==> config.mk <==
export PLATFORM = sky130hd
export DESIGN_NAME = keypad_scanner
export DESIGN_NICKNAME = d
export VERILOG_FILES = /design/src/rtl/keypad_pkg.sv /design/src/rtl/keypad_scanner_row_sync2.sv /design/src/rtl/keypad_scanner.sv
export SDC_FILE = /design/constraint.sdc
export NUM_CORES = 1
export LEC_CHECK = 0
export BUFFER_PORTS_ARGS = -buffer_cell sky130_fd_sc_hd__buf_4
export CAP_MARGIN = 5
export CORE_MARGIN = 5
export CORE_UTILIZATION = 50
export CTS_BUF_LIST = sky130_fd_sc_hd__clkbuf_2 sky130_fd_sc_hd__clkbuf_4 sky130_fd_sc_hd__clkbuf_8
export DETAILED_ROUTE_END_ITERATION = 16
export PLACE_DENSITY_LB_ADDON = 0.05
export SKIP_CTS_REPAIR_TIMING = 1
export SYNTH_ARGS = -nofsm -noshare
export SYNTH_HDL_FRONTEND = slang
export SYNTH_SLANG_ARGS = --single-unit
==> constraint.sdc <==
create_clock -name CLK -period 11.6 [get_ports CLK]
set_clock_uncertainty 0.15 [all_clocks]
set_input_delay 0.58 -clock CLK [delete_from_list [all_inputs] [get_ports CLK]]
set_output_delay 0.58 -clock CLK [all_outputs]
set_load 0.05 [all_outputs]
==> src/rtl/keypad_pkg.sv <==
// Shared types and helpers for the 4x4 keypad scanner.
package keypad_pkg;
    localparam int ROWS = 4;
    localparam int COLS = 4;

    typedef enum logic [1:0] {IDLE, DEBOUNCE, PRESSED, RELEASE} state_t;
    typedef enum logic [1:0] {NONE, SINGLE, MULTI} scan_res_t;

    function automatic logic [2:0] popcount4(input logic [3:0] v);
        popcount4 = 3'(v[0]) + 3'(v[1]) + 3'(v[2]) + 3'(v[3]);
    endfunction

    function automatic logic [1:0] first_set(input logic [3:0] v);
        first_set = 2'd0;
        for (int i = 3; i >= 0; i--)
            if (v[i]) first_set = 2'(i);
    endfunction
endpackage

==> src/rtl/keypad_scanner_row_sync2.sv <==
// Two-flop synchroniser for the asynchronous, active-low keypad rows.
module row_sync2
    import keypad_pkg::*;
(
    input  logic            clk,
    input  logic            rst_n,
    input  logic [ROWS-1:0] d,
    output logic [ROWS-1:0] q
);
    logic [ROWS-1:0] meta;

    // Reset to all-high so no key appears pressed while coming out of reset.
    always_ff @(posedge clk or negedge rst_n) begin
        if (!rst_n) begin
            meta <= '1;
            q    <= '1;
        end else begin
            meta <= d;
            q    <= meta;
        end
    end
endmodule

==> src/rtl/keypad_scanner.sv <==
// 4x4 matrix keypad scanner: column ring drive, per-scan classification and
// a debounce FSM producing key_code, a press strobe and a held level.
module keypad_scanner
    import keypad_pkg::*;
#(
    parameter int SCAN_DIV       = 100000,
    parameter int DEBOUNCE_SCANS = 4
) (
    input  logic            CLK,
    input  logic            Reset,
    input  logic [ROWS-1:0] row_in,
    output logic [COLS-1:0] col_out,
    output logic [3:0]      key_code,
    output logic            key_valid,
    output logic            key_down
);
    localparam int SW = $clog2(SCAN_DIV);
    localparam int CW = $clog2(DEBOUNCE_SCANS + 1);
    localparam logic [SW-1:0] SLOT_LAST = SW'(SCAN_DIV - 1);
    localparam logic [CW-1:0] CNT_DONE  = CW'(DEBOUNCE_SCANS);

    logic [ROWS-1:0] row_s, row_low;
    logic [SW-1:0]   slot_cnt;
    logic [1:0]      col_idx;
    logic [1:0]      acc_cnt;
    logic [3:0]      acc_key;
    logic [2:0]      n_now, tot;
    logic            slot_end, scan_end;
    scan_res_t       res;
    logic [3:0]      res_key;

    state_t          state, state_n;
    logic [CW-1:0]   cnt, cnt_n, cnt_inc;
    logic [3:0]      cand, cand_n, code_n;
    logic            valid_n, down_n;

    row_sync2 u_sync (.clk(CLK), .rst_n(Reset), .d(row_in), .q(row_s));

    assign row_low  = ~row_s;
    assign n_now    = popcount4(row_low);
    assign tot      = {1'b0, acc_cnt} + n_now;
    assign slot_end = (slot_cnt == SLOT_LAST);
    assign scan_end = slot_end && (col_idx == 2'd3);
    assign col_out  = ~(4'b0001 << col_idx);
    assign cnt_inc  = cnt + CW'(1);

    // The last column's sample is folded in combinationally so the result is valid at scan end.
    always_comb begin
        res_key = (acc_cnt != 2'd0) ? acc_key : {first_set(row_low), col_idx};
        if (tot == 3'd0)      res = NONE;
        else if (tot == 3'd1) res = SINGLE;
        else                  res = MULTI;
    end

    always_ff @(posedge CLK or negedge Reset) begin
        if (!Reset) begin
            slot_cnt <= '0;
            col_idx  <= 2'd0;
            acc_cnt  <= 2'd0;
            acc_key  <= 4'd0;
        end else begin
            slot_cnt <= slot_end ? '0 : slot_cnt + SW'(1);
            if (slot_end) begin
                col_idx <= col_idx + 2'd1;
                if (col_idx == 2'd3) begin
                    acc_cnt <= 2'd0;
                    acc_key <= 4'd0;
                end else begin
                    // Saturate at 2: anything beyond "more than one" is just MULTI.
                    acc_cnt <= (tot > 3'd2) ? 2'd2 : tot[1:0];
                    if (acc_cnt == 2'd0 && n_now == 3'd1)
                        acc_key <= {first_set(row_low), col_idx};
                end
            end
        end
    end

    always_comb begin
        state_n = state;
        cnt_n   = cnt;
        cand_n  = cand;
        code_n  = key_code;
        valid_n = 1'b0;
        down_n  = key_down;
        if (scan_end) begin
            case (state)
                IDLE: if (res == SINGLE) begin
                    cand_n = res_key;
                    if (DEBOUNCE_SCANS == 1) begin
                        state_n = PRESSED;
                        code_n  = res_key;
                        valid_n = 1'b1;
                        down_n  = 1'b1;
                        cnt_n   = '0;
                    end else begin
                        state_n = DEBOUNCE;
                        cnt_n   = CW'(1);
                    end
                end
                DEBOUNCE: if (res == SINGLE && res_key == cand) begin
                    if (cnt_inc == CNT_DONE) begin
                        state_n = PRESSED;
                        code_n  = cand;
                        valid_n = 1'b1;
                        down_n  = 1'b1;
                        cnt_n   = '0;
                    end else begin
                        cnt_n = cnt_inc;
                    end
                end else begin
                    state_n = IDLE;
                    cnt_n   = '0;
                end
                PRESSED: if (res == NONE) begin
                    if (DEBOUNCE_SCANS == 1) begin
                        state_n = IDLE;
                        down_n  = 1'b0;
                        cnt_n   = '0;
                    end else begin
                        state_n = RELEASE;
                        cnt_n   = CW'(1);
                    end
                end
                RELEASE: if (res == NONE) begin
                    if (cnt_inc == CNT_DONE) begin
                        state_n = IDLE;
                        down_n  = 1'b0;
                        cnt_n   = '0;
                    end else begin
                        cnt_n = cnt_inc;
                    end
                end else begin
                    state_n = PRESSED;
                    cnt_n   = '0;
                end
            endcase
        end
    end

    always_ff @(posedge CLK or negedge Reset) begin
        if (!Reset) begin
            state     <= IDLE;
            cnt       <= '0;
            cand      <= 4'd0;
            key_code  <= 4'd0;
            key_valid <= 1'b0;
            key_down  <= 1'b0;
        end else begin
            state     <= state_n;
            cnt       <= cnt_n;
            cand      <= cand_n;
            key_code  <= code_n;
            key_valid <= valid_n;
            key_down  <= down_n;
        end
    end
endmodule

==> reports/metrics.csv <==
metric,value,unit
coreArea,0.00479,sq mm
grt_first_pass_wirelength,7.86,mm
clock.fmax,0.255,GHz
ys_seq_elements,48,
crit_slowest_cell,dfstp_2,
clk_pin_slew,0.09,ns
clk_path_buf_depth,2,
yosys.area.top_type,dfrtp_1,
path_class,reg -> reg,
worstMarginPinSlew,0.607,ns
critical_path.cell_chain,"inv_1, fa_1, ha_1, ha_1, fa_1, xor2_1, or4_4, a2111oi_4, nand4b_4, mux2_2",
fillers,428,
initial_core_util,0.518,
fin_crit,3.91,ns
required,11.64,ns
ios,16,
leakagePower,1.24,nW
cts_buffers,5,
p_seq_frac,0.588,
routed_wl,4.42,mm
end_kind,flop,
switching_power,66.2,uW
power_density,105,mW/mm^2
grt_antenna_before_repair,0,
die_w,80.4,um
place_inst,309,
die-area,0.00647,sq mm
cp.arrival,3.95,ns
start_kind,flop,
run_status,finished clean,
clock_power_share,0.350,
antenna-diode-count,0,
synth_edf_count,0,
syn-cell-area,0.00248,sq mm
yosysTopAreaCellShare,0.403,
cp_max_fo,5,
synth_area_leaders,"dfrtp_1 (40%), dfstp_2 (8.5%), ha_1 (6.6%)",
drt-initial-drc-count,107,
grt_overflow_total,0,
maxCapViolations,0,
drv_slew,0,
max_stage_delay,0.57,ns
grt_pass1_vias,1646,
drive_gt1_frac,0.180,
port_buffers,15,
vdd_drop_max,79.3,uV
wire_per_inst,13.9,um
slew_headroom,0.592,
p_comb_frac,0.062,
grt_max_degree,49,
die_h,80.4,um
p_int,224,uW
ys_async_sr_fraction,1.00,
firstDrtPassIters,4,
vias,1678,
rsz0062_at_grt,no,
globalplace.congestion,0.813,
cts.sinks,48,
insertion_delay,0.30,ns
drc,0,
setup_tns,0,ns
cts_tree,yes,
swShare,0.228,
dp_hpwl,3.23,mm
r2r.worst_path.cells,10,
postSynthCellCount,232,
ant_nets,0,
num_rows,25,
layout.cells.non_filler,317,
synth_ff_type,dfrtp_1,
min_path_type,in -> async,
final_nets,270,
grt_use_total,0.156,
drt-vias-per-instance,5.29,
yosys_warnings,0,
finalHoldViolations,0,
synth.avg_cell_area,10.7,sq um
root_buffer,clkbuf_8,
cts.htree.levels,2,
yosysSeqAreaShare,0.488,
ys_types,46,
post-synth-top-count-cell,dfrtp_1,
synth_common_cells,"dfrtp_1 (40), nand2_1 (19), inv_1 (16), nor2_1 (15), xnor2_1 (14)",
synth_nets,253,
syn_to_final_growth,10.9,%
min_period_over_period,0.337,
setup_viol,0,
critical path: cells and delay by family, from the launching register on:
family	cells	cell delay [ns]
compound gates	1	0.46
xor+xnor	1	0.19
fa+ha+maj	4	1.38
buf+inv	1	0.06
flops	1	0.57
mux	1	0.31
simple gates	2	0.70
cells in the final DEF (no fill, tap or decap), types with 3 or more instances in the layout:
master / instances
nand4_1: 10
nand2_1: 19
and2_1: 5
dfstp_2: 8
and3_1: 5
nor4_1: 3
o2111ai_1: 3
a21oi_1: 5
buf_4: 15
clkbuf_8: 6
xor2_1: 5
o21ai_0: 11
inv_1: 16
nor2_1: 15
o31ai_1: 4
nand3_1: 10
xnor2_1: 14
ha_1: 13
dfrtp_1: 40
mux2_2: 7
final timing paths:
kind                                start           to  slack (ns)
max in group asynchronous           Reset  slot_cnt[5]       10.77
min in group CLK           u_sync.meta[2]  u_sync.q[2]        0.21
min reg2reg                u_sync.meta[2]  u_sync.q[2]        0.21
max reg2reg                   u_sync.q[0]  key_code[0]        7.69
max                           u_sync.q[0]  key_code[0]        7.69
min                                 Reset       cnt[1]        0.12
flip-flops by register name (all words and copies together) (netlist names):
name	flops
key_code	4
key_valid	1
u_sync.meta	4
cnt	3
key_down	1
acc_cnt	2
state	2
slot_cnt	17
u_sync.q	4
cand	4
col_idx	2
acc_key	4
cell families after synthesis:
family                     synth area share
and+or+nand+nor                       0.198
DFF                                   0.488
AOI/OAI and AO/OA                    0.0958
buffers and inverters                0.0333
xor gates and xnor gates             0.0671
adders and majority gates            0.0817
muxes                                0.0358
stage by stage:
step	power (mW)	worst slack, ns	utilization	hold slack (ns)	area [sq um]
after floorplan	0.185	7.84	-	0.134	2480
after global placement	0.192	7.73	0.556	0.196	2660
after detailed placement	0.192	7.68	0.556	0.197	2660
after CTS	0.294	7.66	0.575	0.153	2750
after global routing	0.304	7.54	0.575	0.182	2750
final	0.290	7.69	0.575	0.122	2750
per-layer routing:
layer / share of wire / track usage
met5: 0 / 0
met2: 0.42 / 0.231
met4: 0.012 / 0.0557
met3: 0.042 / 0.0269
met1: 0.53 / 0.229
area by class of cell:
type,count,area (sq um),area share
Clock buffer,6,82.6,0.0300
Clock inverter,2,10.0,0.00364
Inverter,17,63.8,0.0232
Multi-Input combinational cell,162,1190,0.432
Sequential cell,48,1210,0.440
Tap cell,67,83.8,0.0305
Timing Repair Buffer,15,113,0.0409
power groups by stage:
stage	clock network, mW	logic [mW]	registers [mW]
after floorplan	0	0.0111	0.174
after global placement	0	0.0182	0.174
after detailed placement	0	0.0183	0.174
after CTS	0.106	0.0184	0.170
after global routing	0.113	0.0205	0.171
final	0.102	0.0179	0.170
(Power assumes the default switching activity.)
